File: config.mk
export PLATFORM = sky130hd
export DESIGN_NAME = mem_addr_sel_seq
export DESIGN_NICKNAME = d
export VERILOG_FILES = /design/src/rtl/mem_addr_pkg.sv /design/src/rtl/addr_src_mux.sv /design/src/rtl/mem_addr_sel_seq.sv
export SDC_FILE = /design/constraint.sdc
export NUM_CORES = 1
export LEC_CHECK = 0
export CAP_MARGIN = 15
export CORE_UTILIZATION = 38
export CTS_CLUSTER_DIAMETER = 120
export DETAILED_ROUTE_END_ITERATION = 10
export HOLD_SLACK_MARGIN = 0.05
export PLACE_DENSITY_LB_ADDON = 0.08
export SLEW_MARGIN = 20
export SYNTH_ARGS = -nofsm -noshare
export SYNTH_HDL_FRONTEND = slang
export SYNTH_SLANG_ARGS = --single-unit
File: constraint.sdc
create_clock -name clk -period 3.9 [get_ports clk]
set_input_delay 0.585 -clock clk [delete_from_list [all_inputs] [get_ports clk]]
set_output_delay 0.585 -clock clk [all_outputs]
set_load 0.02 [all_outputs]
File: src/rtl/mem_addr_pkg.sv
// Shared definitions for the registered memory-address selector:
// FSM state encoding, access-size codes and the default exception vector.
package mem_addr_pkg;

  typedef enum logic [1:0] {
    IDLE = 2'd0,
    WAIT = 2'd1,
    DONE = 2'd2
  } state_t;

  localparam logic [1:0] SZ_WORD = 2'b00;
  localparam logic [1:0] SZ_HALF = 2'b01;
  localparam logic [1:0] SZ_BYTE = 2'b10;

  localparam logic [31:0] EXC_VECTOR_DEFAULT = 32'h0000_00FF;

  // The reserved size code 11 falls through to the word rule.
  function automatic logic is_aligned(input logic [1:0] lsb, input logic [1:0] size);
    case (size)
      SZ_HALF: is_aligned = !lsb[0];
      SZ_BYTE: is_aligned = 1'b1;
      default: is_aligned = (lsb == 2'b00);
    endcase
  endfunction

endpackage

File: src/rtl/addr_src_mux.sv
// Combinational N-way address source select. An out-of-range select
// falls back to source 0 and raises sel_err.
module addr_src_mux #(
  parameter int WIDTH = 32,
  parameter int N_SRC = 4,
  parameter int SEL_W = $clog2(N_SRC)
) (
  input  logic [SEL_W-1:0]       sel,
  input  logic [N_SRC*WIDTH-1:0] addr_src,
  output logic [WIDTH-1:0]       src,
  output logic                   sel_err
);

  // NOTE: every output gets a default before the loop so no latch is inferred.
  always_comb begin
    src     = addr_src[0 +: WIDTH];
    sel_err = 1'b1;
    for (int i = 0; i < N_SRC; i++) begin
      if (sel == SEL_W'(i)) begin
        src     = addr_src[i*WIDTH +: WIDTH];
        sel_err = 1'b0;
      end
    end
  end

endmodule

File: src/rtl/mem_addr_sel_seq.sv
// Registered memory-address selector: picks a source, checks alignment,
// counts memory wait states and hands busy/done/fault pulses to control.
module mem_addr_sel_seq
  import mem_addr_pkg::*;
#(
  parameter int               WIDTH       = 32,
  parameter int               N_SRC       = 4,
  parameter int               SEL_W       = $clog2(N_SRC),
  parameter int               WAIT_CYCLES = 1,
  parameter logic [WIDTH-1:0] EXC_VECTOR  = WIDTH'(EXC_VECTOR_DEFAULT)
) (
  input  logic                   clk,
  input  logic                   reset,
  input  logic [SEL_W-1:0]       addr_sel,
  input  logic [N_SRC*WIDTH-1:0] addr_src,
  input  logic                   req,
  input  logic [1:0]             acc_size,
  input  logic                   exc_force,
  output logic [WIDTH-1:0]       mem_addr,
  output logic                   busy,
  output logic                   done,
  output logic                   misaligned,
  output logic                   sel_err
);

  localparam int             CNT_W    = 4;
  localparam logic [CNT_W-1:0] CNT_INIT =
    (WAIT_CYCLES > 0) ? CNT_W'(WAIT_CYCLES - 1) : '0;

  state_t           state;
  logic [CNT_W-1:0] cnt;
  logic [WIDTH-1:0] src;
  logic             src_err;
  logic             aligned;

  addr_src_mux #(
    .WIDTH (WIDTH),
    .N_SRC (N_SRC),
    .SEL_W (SEL_W)
  ) u_mux (
    .sel      (addr_sel),
    .addr_src (addr_src),
    .src      (src),
    .sel_err  (src_err)
  );

  assign aligned = is_aligned(src[1:0], acc_size);

  always_ff @(posedge clk) begin
    if (reset) begin
      state      <= IDLE;
      cnt        <= '0;
      mem_addr   <= '0;
      busy       <= 1'b0;
      done       <= 1'b0;
      misaligned <= 1'b0;
      sel_err    <= 1'b0;
    end else begin
      // NOTE: pulse outputs drop every edge; only the branch that fires one raises it.
      done       <= 1'b0;
      misaligned <= 1'b0;
      sel_err    <= 1'b0;
      if (exc_force) begin
        mem_addr <= EXC_VECTOR;
        state    <= DONE;
        busy     <= 1'b0;
        done     <= 1'b1;
        cnt      <= '0;
      end else begin
        case (state)
          IDLE, DONE: begin
            if (req && aligned) begin
              mem_addr <= src;
              sel_err  <= src_err;
              if (WAIT_CYCLES == 0) begin
                state <= DONE;
                busy  <= 1'b0;
                done  <= 1'b1;
              end else begin
                state <= WAIT;
                busy  <= 1'b1;
                cnt   <= CNT_INIT;
              end
            end else begin
              state      <= IDLE;
              busy       <= 1'b0;
              misaligned <= req;
            end
          end
          WAIT: begin
            // Requests arriving here are dropped, not queued.
            if (cnt == '0) begin
              state <= DONE;
              busy  <= 1'b0;
              done  <= 1'b1;
            end else begin
              cnt <= cnt - 1'b1;
            end
          end
          default: begin
            state <= IDLE;
            busy  <= 1'b0;
          end
        endcase
      end
    end
  end

endmodule
# ---- Yosys cells after proc, flatten, opt, wreduce, memory -nomap -nowiden
# Index checks and enable logic that the tools add are counted.
dict set report totals {
  regBits 42
}
dict set report op_classes {
  n_addsub 1
  n_eq_ne 11
  mux 21
  n_bitwise 2
  reduce_logical 16
}
# op count
set ops {}
lappend ops {{$mux 32} 3}
lappend ops {{$mux 8} 3}
lappend ops {{$eq 2x2->1 const B} 4}
lappend ops {{$mux 4} 2}
lappend ops {{$pmux 4 s2} 1}
lappend ops {{$mux 1} 7}
lappend ops {{$reduce_or 7->1} 1}
lappend ops {{$eq 2x1->1 const B} 3}
lappend ops {{$logic_not 2->1} 3}
lappend ops {{$ne 2x2->1 const B} 3}
lappend ops {{$reduce_bool 2->1} 3}
lappend ops {{$logic_not 4->1} 1}
lappend ops {{$mux 2} 2}
lappend ops {{$pmux 1 s2} 2}
lappend ops {{$pmux 2 s2} 1}
lappend ops {{$reduce_and 2->1} 2}
lappend ops {{$reduce_or 2->1} 2}
lappend ops {{$reduce_or 4->1} 1}
lappend ops {{$sub 4x1->4 const B} 1}
lappend ops {{$ne 3x3->1 const B} 1}
lappend ops {{$reduce_and 3->1} 1}
lappend ops {{$not 1->1} 2}
lappend ops {{$logic_and 1x1->1} 1}
lappend ops {{$logic_not 1->1} 1}

# ---- Logic depth before layout (Yosys ltp)
# Gate-level depths: netlist of run 1.
dict set report depth {
  word_depth 10
  mapped_depth 9
}

# ---- Cells and area by module
# Synthesis of run 1 repeated with hierarchy kept, for this count alone.
dict set report hier_totals {
  hier_cells 247
  hier_area_um2 2613.8
}
# module n_inst cells_each area_per_inst_um2 seq_area_each_um2
set modules_own_cells {}
lappend modules_own_cells {mem_addr_sel_seq 1 206 1788.0 840.8}
lappend modules_own_cells {addr_src_mux 1 41 825.8 0.0}

# ---- Worst setup path after synthesis of run 1
# Ideal clock, no wire load.
dict set report synth_path {
  path_type {in2reg}
  start {in addr_sel[0]}
  end {reg mem_addr[2]}
  setup_ns 0.135
  arrival_time_ns 2.104
  path_slack_ns 1.661
  path_stages 8
  path_buffers 3
  path_cell_list {buf_6 mux4_2 o21a_1 a211o_1 buf_2 buf_2 nand2_1 a21oi_2}
}
dict set report synth_via {
  elab_chain_cells 9
}
# element line
set synth_rtl {}
lappend synth_rtl {{start, declared} mem_addr_sel_seq.sv:14} ;# input logic [SEL_W-1:0] addr_sel,
lappend synth_rtl {{$eq 2x1->1} addr_src_mux.sv:19} ;# if (sel == SEL_W'(i)) begin
lappend synth_rtl {{$mux 32 (2 in series)} addr_src_mux.sv:19}
lappend synth_rtl {{$mux 32 *} addr_src_mux.sv:19}
lappend synth_rtl {{$logic_not 2->1 / $logic_not 1->1 (equally long branches)} {mem_addr_pkg.sv:22, mem_addr_pkg.sv:20}}
lappend synth_rtl {{$pmux 1 s2} mem_addr_pkg.sv:19} ;# case (size)
lappend synth_rtl {{$logic_and 1x1->1} mem_addr_sel_seq.sv:72} ;# if (req && aligned) begin
lappend synth_rtl {{$reduce_bool 2->1 (no line)} --}
lappend synth_rtl {{$reduce_and 2->1 (no line)} --}
lappend synth_rtl {{end signal, assigned} mem_addr_sel_seq.sv:73} ;# mem_addr <= src;
lappend synth_rtl {{end, declared} mem_addr_sel_seq.sv:19} ;# output logic [WIDTH-1:0] mem_addr,
# Every way passes the cells marked *; elsewhere a longest branch is shown, timed or not. The select of a mux whose other input is x is not followed.
# A chain may end at the register's enable or synchronous reset.

# ---- Worst setup path after layout of run 1
dict set report layout_path {
  start {in acc_size[1]}
  end {reg mem_addr[13]}
}
dict set report layout_via {
  elab_chain_cells 4
}
# element line
set layout_rtl {}
lappend layout_rtl {{start, declared} mem_addr_sel_seq.sv:17} ;# input logic [1:0] acc_size,
lappend layout_rtl {{$eq 2x2->1 / $eq 2x1->1 (equally long branches)} mem_addr_pkg.sv:19}
lappend layout_rtl {{$pmux 1 s2 *} mem_addr_pkg.sv:19}
lappend layout_rtl {{$logic_and 1x1->1 *} mem_addr_sel_seq.sv:72}
lappend layout_rtl {{$reduce_and 2->1 (no line) *} --}
# Every way passes the cells marked *; elsewhere a longest branch is shown, timed or not.

==> summary.md, run 1 <==
| Metric | Value |
|---|---|
| Sequential Power Share | 39.6% |
| Yosys top cell area share | 34.8% |
| Synthesis Warnings | 0 |
| Maximum clock frequency | 350 MHz |
| CTS tree | yes |
| Post-synthesis average cell area | 10.1 um2 |
| Synth Area in Simple Gates | 13.5% |
| MaxCap Viol Count | 0 |
| Fraction of registers with async set/reset | 0% |
| CTS buffer count | 5 |
| Worst path required time | 4.11 ns |
| DR vias/cell | 5.21 |
| Core footprint | 6030 um2 |
| Footprint of the multi-input gates | 1460 um2 |
| Critical path's largest stage delay | 0.62 ns |
| Post-CTS sizing | 0 |
| HPWL after DPL | 6070 um |
| Final Hold Viols | 0 |
| Comb pwr share | 31.2% |
| Post-Synth XOR/XNOR Area | 0.363% |
| Clock Sinks | 42 |
| CTS clock-pin slew for the worst setup and hold paths | 0.08 ns |
| Seq/Total Area, Yosys | 34.8% |
| Synth Register Bits | 42 |
| Residual DRC | 0 |
| Worst-case clock buffer depth | 2 |
| FP Rows | 28 |
| Nets | 540 |
| Grt ovf | 0 |
| First-pass GRT wire length | 11700 um |
| Pre-antenna DRT Iters | 4 |
| Mux cell area share after synthesis | 30.7% |
| RePlAce Congestion | 0.778 |
| Startpoint Class | input pin |
| Clk_skew | 0.00871 ns |
| Crit path DAT | 3.07 ns |
| Tmin final | 2.86 ns |
| Fillers | 486 |
| Mapped Nets | 378 |
| Worst-skew pair later-pin latency | 0.29 ns |
| Most frequent cells after synthesis | 55 x nand2_1, 42 x dfxtp_1, 32 x mux4_2 |
| Synth cell types | 32 |
| I/O Buffers | 171 |
| Slowest-stage cell, CP | a211o_1 |
| Synth Flop Type | dfxtp_1 |
| P_int | 0.862 mW |
| Final setup fails | 0 |
| Met3 wire length | 495 um |
| GRT Util Overall | 23.3% |
| Synthesized area | 2410 um2 |
| Post-Synth Adder-Cell Area | 1.56% |
| Pwr dens | 270 nW/um2 |
| # hold bufs at CTS | 0 |
| M1 WL | 2810 um |
| Antenna Violating Nets Remaining | 0 |
| Setup TNS Final | 0 ns |
| Area contributors post-synth | dfxtp_1 35%, mux4_2 30%, nand2_1 8.6% |
| Leakage power | 1.51 nW |
| DIE WIDTH | 81.7 um |
| Area fraction in compound gates after synthesis | 13.7% |
| Slew Limit Fails | 0 |
| Top routing layer used | met4 |
| Hold WS | 0.455 ns |
| Finished Core Util | 70.8% |
| Dpl ws | 0.725 ns |
| Min-Delay Path Class | reg2reg |
| H-tree levels | 2 |
| Top-count cell post-synth | nand2_1 |
| Initial antenna violation count | 0 |
| Register area | 841 um2 |
| Drt wl/cell | 15.7 um |
| Die Height | 81.7 um |
| Largest net degree at the start of global routing | 32 |
| RSZ-0062 raised after global routing | no |
| Worst r2r path cells | 5 |
| Clock power frac | 29.2% |
| Antenna Cells | 0 |
| Die area | 6670 um2 |
| Final WS setup | 1.04 ns |
| Final period util | 73.3% |
| Net Sw Frac | 25.2% |
| Vias in the first global route | 2528 |
| Peak VDD IR | 0.174 mV |
| Crit-path most repeated cell | buf_4 |
| Met2 WL | 4020 um |
| Total chip power | 1.15 mW |
| Setup crit end kind | flop |
| Psw | 0.290 mW |
| Hold Path Stages | 2 |
| Syn-to-layout area delta | 76.8% |
| Crit-path cells | clkdlybuf4s50_1, inv_1, ha_1, nor2b_1, a221oi_1, buf_4, a211o_1, buf_4, nand2_1, a21oi_1 |
| Total Wirelength | 7490 um |
| CP Class | in2reg |
| Post-synth EDFFs | 0 |
| Initial Util | 40.1% |
| Vias | 2487 |
| Share of cells above drive strength 1 | 13.9% |
| Root Driver | clkbuf_8 |
| Slew margin rel. | 50.2% |
| Initial DRC count | 48 |
| Post-Synthesis Cells | 239 |
| Leading area contributor after synthesis | dfxtp_1 |
| I/O pins | 172 |
| # Post-CTS Setup Buffers | 0 |
| Slew @ Worst Pin | 0.747 ns |
| Largest family of logic cells by synthesized area | multiplexers |
| Outcome | completed |
| Maximum fanout along the worst path | 22 |
-- metrics by stage --
| step | cells | instance area [um2] |
|---|---|---|
| floorplan | 239 | 2410 |
| global placement | 469 | 4160 |
| detailed placement | 469 | 4160 |
| CTS | 477 | 4270 |
| global route | 477 | 4270 |
| finish | 477 | 4270 |
-- worst max-delay path: cells and delay by family --
kind,cells,cell delay [ns]
buffers and inverters,4,1.05
AOI/OAI and AO/OA,3,1.07
and+or+nand+nor,2,0.20
adders and majority gates,1,0.18
-- final cells by class --
type	instances	share of cell area [%]
inverters	6	0.528
repair buffers	176	40.9
well taps	75	2.20
multi-input cells	170	34.1
flip-flops and latches	42	19.7
clock inverters	2	0.880
clock buffers	6	1.70
-- layer usage --
layer	track usage, %	up-vias
met3	6.44	16
met5	0	-
li1	-	1184
met2	41.4	97
met4	8.42	0
met1	26.7	1190
-- layout by cell type (no fill, tap or decap), types with 4 or more instances in the layout --
master,count
nor2_1,10
clkdlybuf4s50_1,170
mux4_2,32
clkbuf_8,5
nand2_1,55
buf_4,5
inv_1,6
a21oi_2,8
a21oi_1,31
nor3_1,4
dfxtp_1,42
-- power groups by stage --
stage / registers (mW) / logic (mW) / clock network (mW)
detailed placement: 0.466 / 0.361 / 0
CTS: 0.456 / 0.362 / 0.348
finish: 0.456 / 0.359 / 0.337
global placement: 0.465 / 0.356 / 0
global route: 0.458 / 0.385 / 0.366
floorplan: 0.486 / 0.146 / 0
-- logic make-up after synthesis --
family | after synthesis
adders and majority gates | 3
buffers and inverters | 27
AOI/OAI and AO/OA | 52
muxes | 34
and+or+nand+nor | 79
DFF | 42
other | 1
xor gates and xnor gates | 1
-- registers in the layout (all words and copies together), names as in the netlist --
| signal | flops |
|---|---|
| cnt | 4 |
| misaligned | 1 |
| sel_err | 1 |
| busy | 1 |
| mem_addr | 32 |
| done | 1 |
| state | 2 |
-- path summary, 6_finish.rpt --
check | start | end | slack [ns]
hold / removal | mem_addr[30]$_SDFFE_PP0P_ | mem_addr[30]$_SDFFE_PP0P_ | 0.45
setup / recovery | acc_size[1] | mem_addr[13]$_SDFFE_PP0P_ | 1.04
setup reg to reg | state[0]$_SDFFE_PP0P_ | mem_addr[13]$_SDFFE_PP0P_ | 2.01
hold reg to reg | mem_addr[30]$_SDFFE_PP0P_ | mem_addr[30]$_SDFFE_PP0P_ | 0.45
No activity file was read; power rests on OpenSTA's default activity.
==> inputs of run 2 (changes only) <==
--- a/config.mk
+++ b/config.mk
@@ -6,7 +6,7 @@
 export NUM_CORES = 1
 export LEC_CHECK = 0
 export CAP_MARGIN = 15
-export CORE_UTILIZATION = 38
+export CORE_UTILIZATION = 32
 export CTS_CLUSTER_DIAMETER = 120
 export DETAILED_ROUTE_END_ITERATION = 10
 export HOLD_SLACK_MARGIN = 0.05
==> constraint.sdc (replaced) <==
create_clock -name clk -period 2.55 [get_ports clk]
set_input_delay 0.3825 -clock clk [delete_from_list [all_inputs] [get_ports clk]]
set_output_delay 0.3825 -clock clk [all_outputs]
set_load 0.02 [all_outputs]
==> run 2 against run 1 <==
Net effect: register-to-register slack got worse by 1.1 ns; sequential cell count unchanged; non-clock buffer count increased by 8; combinational power increased by 58%; die area increased by 18%; largest power group unchanged.
==> summary.md, run 2 (synthesis gave the netlist of run 1 again) <==
| Metric | Value |
|---|---|
| Outcome | completed |
| Maximum fanout along the worst path | 17 |
| Finished Core Util | 60.0% |
| Share of cells above drive strength 1 | 15.9% |
| Non-filler cells, final | 509 |
| Core footprint | 7250 um2 |
| Setup crit end kind | flop |
| First-pass GRT wire length | 11600 um |
| Tmin final | 2.24 ns |
| Commonest cells after routing, fill and taps aside | 170 x clkdlybuf4s50_1, 55 x nand2_1, 42 x dfxtp_1 |
| Largest registers | mem_addr (32), cnt (4), state (2) |
| CTS buffer count | 5 |
| HPWL after DPL | 5970 um |
| Final Hold Viols | 0 |
| Final WS setup | 0.312 ns |
| Final setup fails | 0 |
| Worst path required time | 2.71 ns |
| Die area | 7890 um2 |
| Worst-case clock buffer depth | 2 |
| Pre-antenna DRT Iters | 4 |
| FP Rows | 31 |
| # hold bufs at CTS | 0 |
| Worst-skew pair later-pin latency | 0.29 ns |
| Min-Delay Path Class | reg2reg |
| Antenna Cells | 0 |
| Startpoint Class | input pin |
| RePlAce Congestion | 0.755 |
| Syn-to-layout area delta | 80.4% |
| GRT Util Overall | 19.6% |
| Commonest non-fill, non-tap cell in the layout | clkdlybuf4s50_1 |
| Max FFs per register | 32 |
| Pwr dens | 395 nW/um2 |
| Crit path DAT | 2.40 ns |
| Die Height | 88.8 um |
| Nets | 548 |
| Post-CTS sizing | 0 |
| Total Wirelength | 7490 um |
| Vias in the first global route | 2445 |
| CTS tree | yes |
| CP Class | in2reg |
| Initial antenna violation count | 0 |
| Leakage power | 1.55 nW |
| Final period util | 87.8% |
| RSZ-0062 raised after global routing | no |
| Total chip power | 1.72 mW |
| Dpl cells | 501 |
| Slew Limit Fails | 0 |
| MaxCap Viol Count | 0 |
| Root Driver | clkbuf_8 |
| Maximum clock frequency | 447 MHz |
| Clk_skew | 0.00382 ns |
| I/O pins | 172 |
| Setup TNS Final | 0 ns |
| Largest net degree at the start of global routing | 32 |
| DIE WIDTH | 88.8 um |
| Grt ovf | 0 |
| Fillers | 657 |
| Initial DRC count | 91 |
| Slew @ Worst Pin | 0.637 ns |
| Residual DRC | 0 |
| Vias | 2458 |
| I/O Buffers | 171 |
| Largest register by flop count | mem_addr |
| Drt wl/cell | 14.7 um |
| Peak VDD IR | 0.238 mV |
| Clock Sinks | 42 |
| Dpl ws | 0.0133 ns |
| # Post-CTS Setup Buffers | 0 |
| Initial Util | 33.3% |
| CTS clock-pin slew for the worst setup and hold paths | 0.08 ns |
| H-tree levels | 2 |
| Slew margin rel. | 57.5% |
| Antenna Violating Nets Remaining | 0 |
| DR vias/cell | 4.83 |
run 2: cell count changes in the layout (fill, tap and decap cells not counted), sizes merged:
cell | previous run | this run
buf | 6 | 14
clkinv | 0 | 1
bufinv | 1 | 0
run 2: worst paths after layout:
kind / from / to / slack, ns / cells past startpoint
max: addr_sel[1] / cnt[2]$_SDFFE_PP0P_ / 0.31 / 7
min: mem_addr[29]$_SDFFE_PP0P_ / mem_addr[29]$_SDFFE_PP0P_ / 0.45 / 2
max reg2reg: cnt[0]$_SDFFE_PP0P_ / busy$_SDFFE_PP0P_ / 0.88 / 7
min reg2reg: mem_addr[29]$_SDFFE_PP0P_ / mem_addr[29]$_SDFFE_PP0P_ / 0.45 / 2
run 2: metal layers:
layer | share of wire, % | track usage [%]
met3 | 6.4 | 5.22
met5 | 0 | 0
met2 | 51 | 33.4
met1 | 42 | 24.9
met4 | 1.2 | 4.25
run 2: stage by stage:
step / instance area (um2) / hold slack [ns]
after floorplan: 2410 / 0.480
after global placement: 4260 / 0.439
after detailed placement: 4260 / 0.447
after CTS: 4350 / 0.458
after global routing: 4350 / 0.478
final: 4350 / 0.454
run 2: area by class of cell:
type | count | area (um2) | share of cell area [%]
flip-flops and latches | 42 | 841 | 19.3
clock inverters | 2 | 12.5 | 0.287
repair buffers | 184 | 1820 | 41.7
multi-input cells | 170 | 1460 | 33.4
clock buffers | 6 | 82.6 | 1.90
well taps | 99 | 124 | 2.84
inverters | 6 | 22.5 | 0.517
run 2: where the power goes:
| part | switching (mW) | internal, mW | total, mW |
|---|---|---|---|
| Clock | 0.235 | 0.218 | 0.453 |
| Sequential | 0.0140 | 0.683 | 0.697 |
| Combinational | 0.209 | 0.359 | 0.569 |
run 2: critical path, cell delays in order:
cell and delay, ns:
clkdlybuf4s50_1 0.61, mux4_2 0.40, o21a_1 0.22, a211o_1 0.31, buf_12 0.17, a221oi_2 0.23, nor3_1 0.07
==> inputs of run 3 (changes only) <==
--- a/config.mk
+++ b/config.mk
@@ -6,9 +6,10 @@
 export NUM_CORES = 1
 export LEC_CHECK = 0
 export CAP_MARGIN = 15
-export CORE_UTILIZATION = 32
+export CORE_UTILIZATION = 40
 export CTS_CLUSTER_DIAMETER = 120
 export DETAILED_ROUTE_END_ITERATION = 10
+export DONT_BUFFER_PORTS = 1
 export HOLD_SLACK_MARGIN = 0.05
 export PLACE_DENSITY_LB_ADDON = 0.08
 export SLEW_MARGIN = 20
==> run 3 against run 2 <==
Net effect: final area is 41% lower; count of clock-buffer cells in the layout stayed put; sequential power grew 5.3%; largest power group unchanged.
==> summary.md, run 3 (synthesis gave the netlist of run 1 again) <==
| Metric | Value |
|---|---|
| RePlAce Congestion | 0.721 |
| Initial DRC count | 92 |
| Clk_skew | 0.00429 ns |
| Die Height | 79.7 um |
| Worst r2r path cells | 7 |
| Tmin final | 1.91 ns |
| FP Rows | 27 |
| DIE WIDTH | 79.7 um |
| Slew Limit Fails | 0 |
| Initial antenna violation count | 0 |
| Worst-case clock buffer depth | 2 |
| Initial Util | 42.5% |
| CTS buffer count | 5 |
| Dpl cells | 294 |
| Core footprint | 5680 um2 |
| Share of cells above drive strength 1 | 23.9% |
| HPWL after DPL | 4670 um |
| Post-placement cell area | 2440 um2 |
| Final Hold Viols | 0 |
| Worst path required time | 2.77 ns |
| Worst-skew pair later-pin latency | 0.29 ns |
| Crit path DAT | 2.13 ns |
| Drt wl/cell | 20.3 um |
| Maximum clock frequency | 523 MHz |
| RSZ-0062 raised after global routing | no |
| Leakage power | 0.872 nW |
| Slew margin rel. | 59.3% |
| Hold Crit Start | reset |
| Largest net degree at the start of global routing | 35 |
| Final period util | 74.9% |
| Vias | 1810 |
| Crit Reg-Reg Startpoint | cnt[0]$_SDFFE_PP0P_ |
| I/O pins | 172 |
| Fillers | 558 |
| Post-CTS sizing | 0 |
| Die area | 6350 um2 |
| Hold Path Stages | 1 |
| Root Driver | clkbuf_8 |
| Syn-to-layout area delta | 6.95% |
| FF-to-FF End | busy$_SDFFE_PP0P_ |
| CP Class | in2reg |
| CTS clock-pin slew for the worst setup and hold paths | 0.08 ns |
| H-tree levels | 2 |
| # hold bufs at CTS | 0 |
| Largest register by flop count | mem_addr |
| Antenna Violating Nets Remaining | 0 |
| Min-Delay Path Class | in2reg |
| CTS tree | yes |
| Maximum fanout along the worst path | 25 |
| Pre-antenna DRT Iters | 4 |
| Reg2reg setup slack | 0.87 ns |
| Setup crit end kind | flop |
| Setup TNS Final | 0 ns |
| Antenna Cells | 0 |
| DR vias/cell | 5.99 |
| Nets | 368 |
| GRT Util Overall | 19.1% |
| Non-filler cells, final | 302 |
| First-pass GRT wire length | 9110 um |
| # Post-CTS Setup Buffers | 0 |
| Final Cell Area | 2580 um2 |
| Vias in the first global route | 1735 |
| Hold path endpoint | mem_addr[2]$_SDFFE_PP0P_ |
| Startpoint Class | input pin |
| Total Wirelength | 6130 um |
| I/O Buffers | 0 |
| Clock Sinks | 42 |
| Largest registers | mem_addr (32), cnt (4), state (2) |
| Peak VDD IR | 0.248 mV |
| Residual DRC | 0 |
| Pwr dens | 624 nW/um2 |
| Grt ovf | 0 |
| Slew @ Worst Pin | 0.604 ns |
| Commonest cells after routing, fill and taps aside | 55 x nand2_1, 42 x dfxtp_1, 32 x mux4_2 |
| Commonest non-fill, non-tap cell in the layout | nand2_1 |
| Final setup fails | 0 |
| Outcome | completed |
| Max FFs per register | 32 |
| MaxCap Viol Count | 0 |
-- run 3: power by group --
part	switching (mW)	internal [mW]
combinational	0.0999	0.127
sequential	0.0512	0.683
clock	0.232	0.418
-- run 3: how the worst max path moves through the flow --
stage,start,to,slack (ns),depth (start not counted)
after CTS,acc_size[1],mem_addr[31]$_SDFFE_PP0P_,0.62,8
after floorplan,addr_sel[0],mem_addr[2]$_SDFFE_PP0P_,0.51,8
after global placement,addr_sel[0],mem_addr[12]$_SDFFE_PP0P_,0.37,6
after detailed placement,acc_size[1],mem_addr[31]$_SDFFE_PP0P_,0.32,8
final,acc_size[1],mem_addr[31]$_SDFFE_PP0P_,0.64,8
after global routing,acc_size[1],mem_addr[9]$_SDFFE_PP0P_,0.44,8
-- run 3: layer usage --
layer | GRT usage [%] | part of all wire [%] | vias up
met5 | 0 | 0 | -
met2 | 32.1 | 50 | 99
li1 | - | - | 841
met4 | 7.27 | 2.0 | 0
met1 | 21.6 | 36 | 859
met3 | 7.66 | 12 | 11
-- run 3: layout make-up --
class                           count  area, um2  share of cell area (%)
Tap cell                           72       90.1                    3.49
Sequential cell                    42        841                    32.6
Inverter                            6       22.5                   0.873
Clock inverter                      2       60.1                    2.33
Clock buffer                        6       82.6                    3.20
Timing Repair Buffer                4       30.0                    1.16
Multi-Input combinational cell    170       1460                    56.4
-- run 3: per-stage QoR --
stage | total power [mW] | util, % | worst slack [ns] | hold slack (ns)
global route | 1.68 | 45.5 | 0.442 | 0.117
CTS | 1.63 | 45.5 | 0.622 | 0.130
global placement | 0.972 | 43.0 | 0.372 | 0.448
floorplan | 0.967 | - | 0.514 | 0.480
finish | 1.61 | 45.5 | 0.639 | 0.135
detailed placement | 0.978 | 43.0 | 0.316 | 0.449
-- run 3: critical path, stage by stage --
cell	delay, ns
inv_1	0.02
ha_1	0.17
nor2b_1	0.13
a221oi_1	0.39
a211o_1	0.44
buf_4	0.35
nand2_1	0.09
a21oi_1	0.15
